$ cat config.mk
export PLATFORM = sky130hd
export DESIGN_NAME = tl_param_queue_flat
export DESIGN_NICKNAME = d
export VERILOG_FILES = /design/src/rtl/tl_param_queue_if.sv /design/src/rtl/tl_param_queue.sv /design/src/flat_wrapper.sv
export SDC_FILE = /design/constraint.sdc
export NUM_CORES = 1
export LEC_CHECK = 0
export BUFFER_PORTS_ARGS = -buffer_cell sky130_fd_sc_hd__buf_2
export CAP_MARGIN = 20
export CORE_AREA = 2 2 39 41
export DETAILED_ROUTE_END_ITERATION = 8
export DIE_AREA = 0 0 41 43
export PLACE_DENSITY_LB_ADDON = 0.05
export SYNTH_ARGS = -nofsm -noshare
export SYNTH_HDL_FRONTEND = slang
export SYNTH_SLANG_ARGS = --single-unit
$ cat constraint.sdc
create_clock -name clock -period 1.35 [get_ports clock]
set_input_delay 0.135 -clock clock [delete_from_list [all_inputs] [get_ports clock]]
set_output_delay 0.135 -clock clock [all_outputs]
set_load 0.005 [all_outputs]
$ cat src/rtl/tl_param_queue_if.sv
// Enqueue/dequeue handshake bundle for tl_param_queue.
// io_high_water is present only when TL_QUEUE_HIGH_WATER_EN is defined.
interface tl_param_queue_if #(
    parameter int WIDTH = 2,
    parameter int DEPTH = 2
);
    localparam int CW = $clog2(DEPTH + 1);

    logic             io_enq_ready;
    logic             io_enq_valid;
    logic [WIDTH-1:0] io_enq_bits;
    logic             io_deq_ready;
    logic             io_deq_valid;
    logic [WIDTH-1:0] io_deq_bits;
    logic [CW-1:0]    io_count;
`ifdef TL_QUEUE_HIGH_WATER_EN
    logic [CW-1:0]    io_high_water;

    modport master (
        output io_enq_valid, io_enq_bits, io_deq_ready,
        input  io_enq_ready, io_deq_valid, io_deq_bits, io_count, io_high_water
    );
    modport slave (
        input  io_enq_valid, io_enq_bits, io_deq_ready,
        output io_enq_ready, io_deq_valid, io_deq_bits, io_count, io_high_water
    );
`else
    modport master (
        output io_enq_valid, io_enq_bits, io_deq_ready,
        input  io_enq_ready, io_deq_valid, io_deq_bits, io_count
    );
    modport slave (
        input  io_enq_valid, io_enq_bits, io_deq_ready,
        output io_enq_ready, io_deq_valid, io_deq_bits, io_count
    );
`endif
endinterface

$ cat src/rtl/tl_param_queue.sv
// Parametrised TileLink side-channel FIFO with optional pipe/flow bypass.
// Optional max-occupancy tracker enabled by TL_QUEUE_HIGH_WATER_EN.
module tl_param_queue #(
    parameter int WIDTH = 2,
    parameter int DEPTH = 2,
    parameter int PIPE  = 0,
    parameter int FLOW  = 0
) (
    input  logic           clock,
    input  logic           reset,
    tl_param_queue_if.slave q
);
    localparam int PW = (DEPTH > 1) ? $clog2(DEPTH) : 1;
    localparam int CW = $clog2(DEPTH + 1);
    localparam logic [PW-1:0] LAST = PW'(DEPTH - 1);

    logic [WIDTH-1:0] r_mem [DEPTH];
    logic [PW-1:0]    r_enq_ptr;
    logic [PW-1:0]    r_deq_ptr;
    logic             r_maybe_full;

    logic             w_ptr_match;
    logic             w_empty;
    logic             w_full;
    logic             w_bypass;
    logic             w_do_enq;
    logic             w_do_deq;
    logic [PW-1:0]    w_enq_ptr_nxt;
    logic [PW-1:0]    w_deq_ptr_nxt;
    logic [CW-1:0]    w_count;

    assign w_ptr_match = (r_enq_ptr == r_deq_ptr);
    assign w_empty     = w_ptr_match & ~r_maybe_full;
    assign w_full      = w_ptr_match & r_maybe_full;

    // A beat transfers on each side at a rising edge where valid and ready are both high.
    // PIPE lets enq_ready follow deq_ready when full; FLOW lets deq_valid follow enq_valid when empty.
    assign q.io_enq_ready = ~w_full | ((PIPE != 0) & q.io_deq_ready);
    assign q.io_deq_valid = ~w_empty | ((FLOW != 0) & q.io_enq_valid);
    assign q.io_deq_bits  = ((FLOW != 0) && w_empty) ? q.io_enq_bits : r_mem[r_deq_ptr];

    // Flow-through beat: both sides fire but nothing touches the storage.
    assign w_bypass = (FLOW != 0) & w_empty & q.io_enq_valid & q.io_deq_ready;
    assign w_do_enq = q.io_enq_valid & q.io_enq_ready & ~w_bypass;
    assign w_do_deq = q.io_deq_ready & q.io_deq_valid & ~w_bypass;

    assign w_enq_ptr_nxt = (r_enq_ptr == LAST) ? '0 : r_enq_ptr + 1'b1;
    assign w_deq_ptr_nxt = (r_deq_ptr == LAST) ? '0 : r_deq_ptr + 1'b1;

    always_comb begin
        w_count = '0;
        if (w_full) begin
            w_count = CW'(DEPTH);
        end else if (r_enq_ptr >= r_deq_ptr) begin
            w_count = CW'(r_enq_ptr - r_deq_ptr);
        end else begin
            w_count = CW'(DEPTH) - CW'(r_deq_ptr) + CW'(r_enq_ptr);
        end
    end

    assign q.io_count = w_count;

    always_ff @(posedge clock) begin
        if (reset) begin
            r_enq_ptr    <= '0;
            r_deq_ptr    <= '0;
            r_maybe_full <= 1'b0;
        end else begin
            if (w_do_enq) begin
                r_enq_ptr <= w_enq_ptr_nxt;
            end
            if (w_do_deq) begin
                r_deq_ptr <= w_deq_ptr_nxt;
            end
            if (w_do_enq != w_do_deq) begin
                r_maybe_full <= w_do_enq;
            end
        end
    end

    // Storage is never reset; an empty queue never exposes it.
    always_ff @(posedge clock) begin
        if (w_do_enq) begin
            r_mem[r_enq_ptr] <= q.io_enq_bits;
        end
    end

`ifdef TL_QUEUE_HIGH_WATER_EN
    logic [CW-1:0] r_high_water;

    always_ff @(posedge clock) begin
        if (reset) begin
            r_high_water <= '0;
        end else if (w_count > r_high_water) begin
            r_high_water <= w_count;
        end
    end

    assign q.io_high_water = r_high_water;
`endif
endmodule

$ cat src/flat_wrapper.sv
// flat-port wrapper written by rule: the top's interface ports become plain ports
module tl_param_queue_flat 
#(
    parameter int WIDTH = 2,
    parameter int DEPTH = 2,
    parameter int PIPE  = 0,
    parameter int FLOW  = 0
)
  (clock, reset, q_io_enq_valid, q_io_enq_bits, q_io_deq_ready, q_io_enq_ready, q_io_deq_valid, q_io_deq_bits, q_io_count);
  tl_param_queue_if #(.WIDTH(WIDTH), .DEPTH(DEPTH)) q_i ();
  input  logic clock;
  input  logic reset;
  input wire logic [$bits(q_i.io_enq_valid)-1:0] q_io_enq_valid;
  input wire logic [$bits(q_i.io_enq_bits)-1:0] q_io_enq_bits;
  input wire logic [$bits(q_i.io_deq_ready)-1:0] q_io_deq_ready;
  output wire logic [$bits(q_i.io_enq_ready)-1:0] q_io_enq_ready;
  output wire logic [$bits(q_i.io_deq_valid)-1:0] q_io_deq_valid;
  output wire logic [$bits(q_i.io_deq_bits)-1:0] q_io_deq_bits;
  output wire logic [$bits(q_i.io_count)-1:0] q_io_count;
  assign q_i.io_enq_valid = q_io_enq_valid;
  assign q_i.io_enq_bits = q_io_enq_bits;
  assign q_i.io_deq_ready = q_io_deq_ready;
  assign q_io_enq_ready = q_i.io_enq_ready;
  assign q_io_deq_valid = q_i.io_deq_valid;
  assign q_io_deq_bits = q_i.io_deq_bits;
  assign q_io_count = q_i.io_count;
  tl_param_queue #(.WIDTH(WIDTH), .DEPTH(DEPTH), .PIPE(PIPE), .FLOW(FLOW)) u_core (.clock(clock), .reset(reset), .q(q_i));
endmodule
==> impl_metrics.yaml, run 1 <==
status:
  status: "completed"
sta:
  relSlewSlack: 0.864
  slew_violations: 0
  setup_viol: 0
  post-route-period-util: 0.967
  worstMarginPinSlew_ns: 0.202
  timing.fmax_mhz: 766
  rsz0062_at_grt: "yes"
  hold_violations: 0
  period_minus_slack_ns: 1.31
  finClkSkew_ns: 0.00178
global_routing:
  busiest_layer: "met2"
  antenna_found_initial: 0
  grt_pass1_vias: 274
  grt_use_met2: 0.153
  overflow: 0
  grt.total_usage: 0.100
  use_met1: 0.115
  grt_max_degree: 6
  met3_usage: 0.0314
  grt_pass1_wl_um: 1120
synth:
  synth-seq-area-share: 0.528
  synth_xor_xnor_area_share: 0.0231
  ys_ff_latch: 8
  synth_cells: 33
  synth_area_leaders: "edfxtp_1 (32%), dfxtp_1 (21%), ha_1 (6.6%), mux2_2 (5.9%), a31o_2 (4.6%)"
  synth_top_family_by_area: "compound AO/OA/AOI/OAI gates"
  synth-compound-area-share: 0.165
  syn_area_per_cell_sq_um: 11.5
  yosys_warnings: 0
  yosys-top-cells-count: "dfxtp_1 (4), edfxtp_1 (4), inv_1 (4)"
  yosysTopAreaCell: "edfxtp_1"
  syn-num-nets: 41
  post_synth_and_or_nand_nor_area_fraction: 0.119
  synth_top_flop_cell: "edfxtp_1"
  synthArstFlopShare: 0
  synthesis.area_sq_um: 379
  post-synth-top-area-fraction: 0.317
  ys_types: 18
  synthMuxAreaShare: 0.0594
  synth_edf_count: 4
  synthAdderAreaFrac: 0.0660
route:
  viasPerCell: 4.15
  via_count: 274
  routed_wl_um: 709
  drtIter0Drc: 2
  wl_per_cell_um: 10.7
  drc: 0
  dr.pass1.iters: 3
  drtAntennaViolNets: 0
pwr:
  power_density_mw_per_mm2: 1470
  power_w: 0.000756
  p_leak_nw: 0.223
  peakVddDrop_v: 0.000563
floorplanning:
  start_util: 0.274
  coreArea_sq_mm: 0.00138
  ios: 12
  die_area_sq_mm: 0.00176
  die_w_um: 41
  rows: 14
  die_h_um: 43
run:
  drv_cap: 0
final_layout:
  fin_nets: 59
  areaGrowthSynthToFinish_pct: 35.3
  drive_gt1_frac: 0.560
  antenna_cells: 0
  final_core_util: 0.371
setup_path:
  cp_cell_sequence: "inv_2 -> ha_4 -> nand2b_2 -> buf_2"
  crit_slowest_cell: "dfxtp_2"
  r2r-start: "u_core.r_enq_ptr"
  worstPathRequired_ns: 1.22
  end_kind: "primary output"
  cpPeakStageDelay_ns: 0.33
  cp_data_arrival_time_ns: 1.17
  ff2ff_path_depth: 4
  r2r-end: "u_core.r_mem[0][1]"
  critPathKind: "register to primary output"
  path_max_fanout: 5
  start_kind: "register"
  crit_path_end: "q_io_deq_valid"
  crit_start: "u_core.r_enq_ptr"
  reg2reg_slack_ns: 0.05
min_path:
  hp-class: "input pin to register"
clocking:
  cts_tree: "built"
  clk_pin_slew_ns: 0.05
  cts-htree-levels: 1
  cts_hold_buf: 0
  cts.path.max_buffers: 2
  cts.sinks: 8
  cts_root_buffer: "clkbuf_4"
  cts_made_buffers: 3
  worstSkewPairLatency_ns: 0.25
placed_design:
  gp_congestion: 0.668
  dp_hpwl_um: 559
  io_buffers: 11
==> power breakdown <==
part	switching [W]	total [W]	internal, W
combinational	0.000115	0.000248	0.000133
sequential	0.0000222	0.000315	0.000293
clock	0.0000797	0.000193	0.000113
total	0.000217	0.000756	0.000539
==> metrics by stage <==
step / hold slack, ns / instances / setup TNS, ns / area (sq um) / setup WS [ns]
after floorplan: 0.197 / 33 / 0 / 392 / 0.0775
after global placement: 0.328 / 61 / 0 / 474 / 0.0274
after detailed placement: 0.333 / 61 / -0.138 / 474 / -0.0358
after CTS: 0.0645 / 66 / 0 / 510 / 0.00772
after global routing: 0.0679 / 66 / -0.115 / 513 / -0.0332
final: 0.0762 / 66 / 0 / 513 / 0.0443
==> cells in the final DEF (no fill, tap or decap), types with 2 or more instances in the layout <==
cell type  instances
buf_2             11
edfxtp_1           4
inv_1              3
clkbuf_4           3
mux2_2             2
and2_1             2
nor2_1             2
a31o_2             2
dfxtp_1            2
buf_4              2
dfxtp_2            2
==> routing by layer <==
| metal | part of all wire | up-vias |
|---|---|---|
| met2 | 0.52 | 7 |
| met3 | 0.044 | 0 |
| met5 | 0 | - |
| met1 | 0.43 | 120 |
| li1 | - | 147 |
| met4 | 0 | 0 |
==> worst min-delay path by stage <==
stage,startpoint,end,slack (ns),depth (start not counted)
2_1_floorplan,reset,u_core.r_maybe_full,0.20,1
4_1_cts,q_io_enq_bits[1],u_core.r_mem[0][1],0.06,1
6_report,q_io_enq_bits[0],u_core.r_mem[1][0],0.08,1
3_3_place_gp,q_io_enq_bits[1],u_core.r_mem[1][1],0.33,1
3_5_place_dp,q_io_enq_bits[1],u_core.r_mem[1][1],0.33,1
5_1_grt,q_io_enq_bits[0],u_core.r_mem[1][0],0.07,1
==> cell type report <==
class	count	area [sq um]
Fill cell	136	871
Sequential cell	8	203
Multi-Input combinational cell	21	179
Timing Repair Buffer	13	70.1
Clock buffer	4	26.3
Tap cell	16	20.0
Inverter	4	15.0
==> cell families after synthesis <==
group                      count (synthesis)
AOI/OAI and AO/OA                          8
and+or+nand+nor                            8
DFF                                        8
buffers and inverters                      4
muxes                                      2
adders and majority gates                  2
xor gates and xnor gates                   1
==> repair_timing <==
action | CTS | global route
resized for setup | 4 | 1
buffers inserted | 1 | 0
pin swaps | 1 | 2
endpoints found under the setup margin | 7 | 6
cloned | 0 | 0
==> worst max-delay path, delay by kind of cell, from the launching register on <==
family                     cells  cell delay [ns]
adders and majority gates      1             0.29
buffers and inverters          2             0.19
DFF                            1             0.33
and+or+nand+nor                1             0.10
No activity file was read; power rests on OpenSTA's default activity.
==> run 2: changes to the inputs <==
CTS_BUF_LIST = sky130_fd_sc_hd__clkbuf_8   (was not set)
==> impl_metrics.yaml, run 2 (same netlist as run 1, synthesis figures left out) <==
floorplanning:
  rows: 14
  coreArea_sq_mm: 0.00138
  start_util: 0.274
  die_w_um: 41
  ios: 12
  die_h_um: 43
  die_area_sq_mm: 0.00176
global_routing:
  antenna_found_initial: 0
  grt_pass1_wl_um: 1110
  grt.total_usage: 0.0970
  overflow: 0
  grt_pass1_vias: 269
  grt_max_degree: 6
clocking:
  cts_made_buffers: 3
  cts.sinks: 8
  cts_hold_buf: 0
  cts_root_buffer: "clkbuf_8"
  cts-htree-levels: 1
  worstSkewPairLatency_ns: 0.22
  cts_tree: "built"
  cts_setup_buffers: 0
  cts.path.max_buffers: 2
  clk_pin_slew_ns: 0.04
pwr:
  clock_power_share: 0.335
  p_leak_nw: 0.235
  peakVddDrop_v: 0.000699
  power_frac_seq: 0.374
  swShare: 0.269
  power.switching_w: 0.000229
  power_density_mw_per_mm2: 1600
  intPower_w: 0.000621
  power_frac_comb: 0.290
route:
  via_count: 273
  drtAntennaViolNets: 0
  viasPerCell: 4.20
  drtIter0Drc: 2
  wl_per_cell_um: 10.7
  drc: 0
  routed_wl_um: 698
  dr.pass1.iters: 3
final_layout:
  antenna_cells: 0
  final_cell_mix: "buf_2 (11), inv_1 (4), edfxtp_1 (4)"
  fin_nets: 58
  final_common_cell: "buf_2"
  finalNonFillerCells: 65
  drive_gt1_frac: 0.551
  post-route-cell-area_sq_um: 532
  areaGrowthSynthToFinish_pct: 40.3
setup_path:
  worstPathRequired_ns: 1.22
  cp_data_arrival_time_ns: 1.18
  start_kind: "register"
  critPathKind: "register to primary output"
  path_max_fanout: 5
  end_kind: "primary output"
sta:
  worstMarginPinSlew_ns: 0.202
  hold_violations: 0
  relSlewSlack: 0.864
  setup_viol: 0
  post-route-period-util: 0.975
  finClkSkew_ns: 0.000223
  slew_violations: 0
  timing.fmax_mhz: 760
  period_minus_slack_ns: 1.32
  rsz0062_at_grt: "yes"
placed_design:
  gp_congestion: 0.668
  dp_hpwl_um: 559
  placed_area_sq_um: 474
  dp_cells: 61
  io_buffers: 11
status:
  status: "completed"
min_path:
  hp-class: "input pin to register"
run:
  drv_cap: 0
-- run 2: cell count changes in the layout (fill, tap and decap cells not counted) --
cell      change
clkbuf_4      -3
inv_1         +1
a21boi_4      +1
clkbuf_1      -1
buf_4         -1
clkbuf_8      +3
a21boi_2      -1
-- run 2: stage by stage --
| stage | util | setup TNS [ns] | setup WS (ns) | hold slack (ns) | total power [W] |
|---|---|---|---|---|---|
| 3_5_place_dp | 0.343 | -0.138 | -0.0358 | 0.333 | 0.000552 |
| 4_1_cts | 0.377 | 0 | 0.00523 | 0.0999 | 0.000853 |
| 3_3_place_gp | 0.343 | 0 | 0.0274 | 0.328 | 0.000545 |
| 2_1_floorplan | - | 0 | 0.0775 | 0.197 | 0.000461 |
| 5_1_grt | 0.384 | -0.202 | -0.0468 | 0.101 | 0.000906 |
| 6_report | 0.384 | 0 | 0.0336 | 0.105 | 0.000850 |
-- run 2: power by group through the flow --
stage / Sequential, W / Combinational, W / Clock, W
global placement: 0.000317 / 0.000228 / 0
global route: 0.000322 / 0.000273 / 0.000311
CTS: 0.000319 / 0.000236 / 0.000297
detailed placement: 0.000318 / 0.000233 / 0
finish: 0.000318 / 0.000247 / 0.000285
floorplan: 0.000314 / 0.000147 / 0
-- run 2: metal layers --
| layer | vias to the layer above | track usage | share of wire |
|---|---|---|---|
| met5 | - | 0 | 0 |
| li1 | 144 | - | - |
| met3 | 0 | 0.0157 | 0.046 |
| met1 | 122 | 0.118 | 0.44 |
| met4 | 0 | 0.0600 | 0 |
| met2 | 7 | 0.150 | 0.51 |
-- run 2: path summary, 6_finish.rpt --
kind | from | endpoint | slack (ns) | cells past startpoint
worst max-delay path | u_core.r_enq_ptr | q_io_count[1] | 0.03 | 5
worst min-delay path | q_io_enq_bits[0] | u_core.r_mem[1][0] | 0.11 | 1
worst max register to register | u_core.r_enq_ptr | u_core.r_mem[1][0] | 0.03 | 4
worst min register to register | u_core.r_enq_ptr | u_core.r_enq_ptr | 0.52 | 2
-- run 2: timing repair --
item,CTS,global route
pin swaps,0,1
resized for setup,3,3
endpoints found under the setup margin,6,5
-- run 2: worst max-delay path, cell delays in order, from the launching register on --
cell     delay (ns)
dfxtp_2        0.34
inv_2          0.06
ha_4           0.30
nand2_2        0.06
o21ai_1        0.07
buf_2          0.12
-- run 2: cell type report --
type	instances	area, sq um
Inverter	4	15.0
Clock inverter	1	3.75
Fill cell	136	852
Tap cell	16	20.0
Clock buffer	3	41.3
Multi-Input combinational cell	21	186
Sequential cell	8	203
Timing Repair Buffer	12	62.6
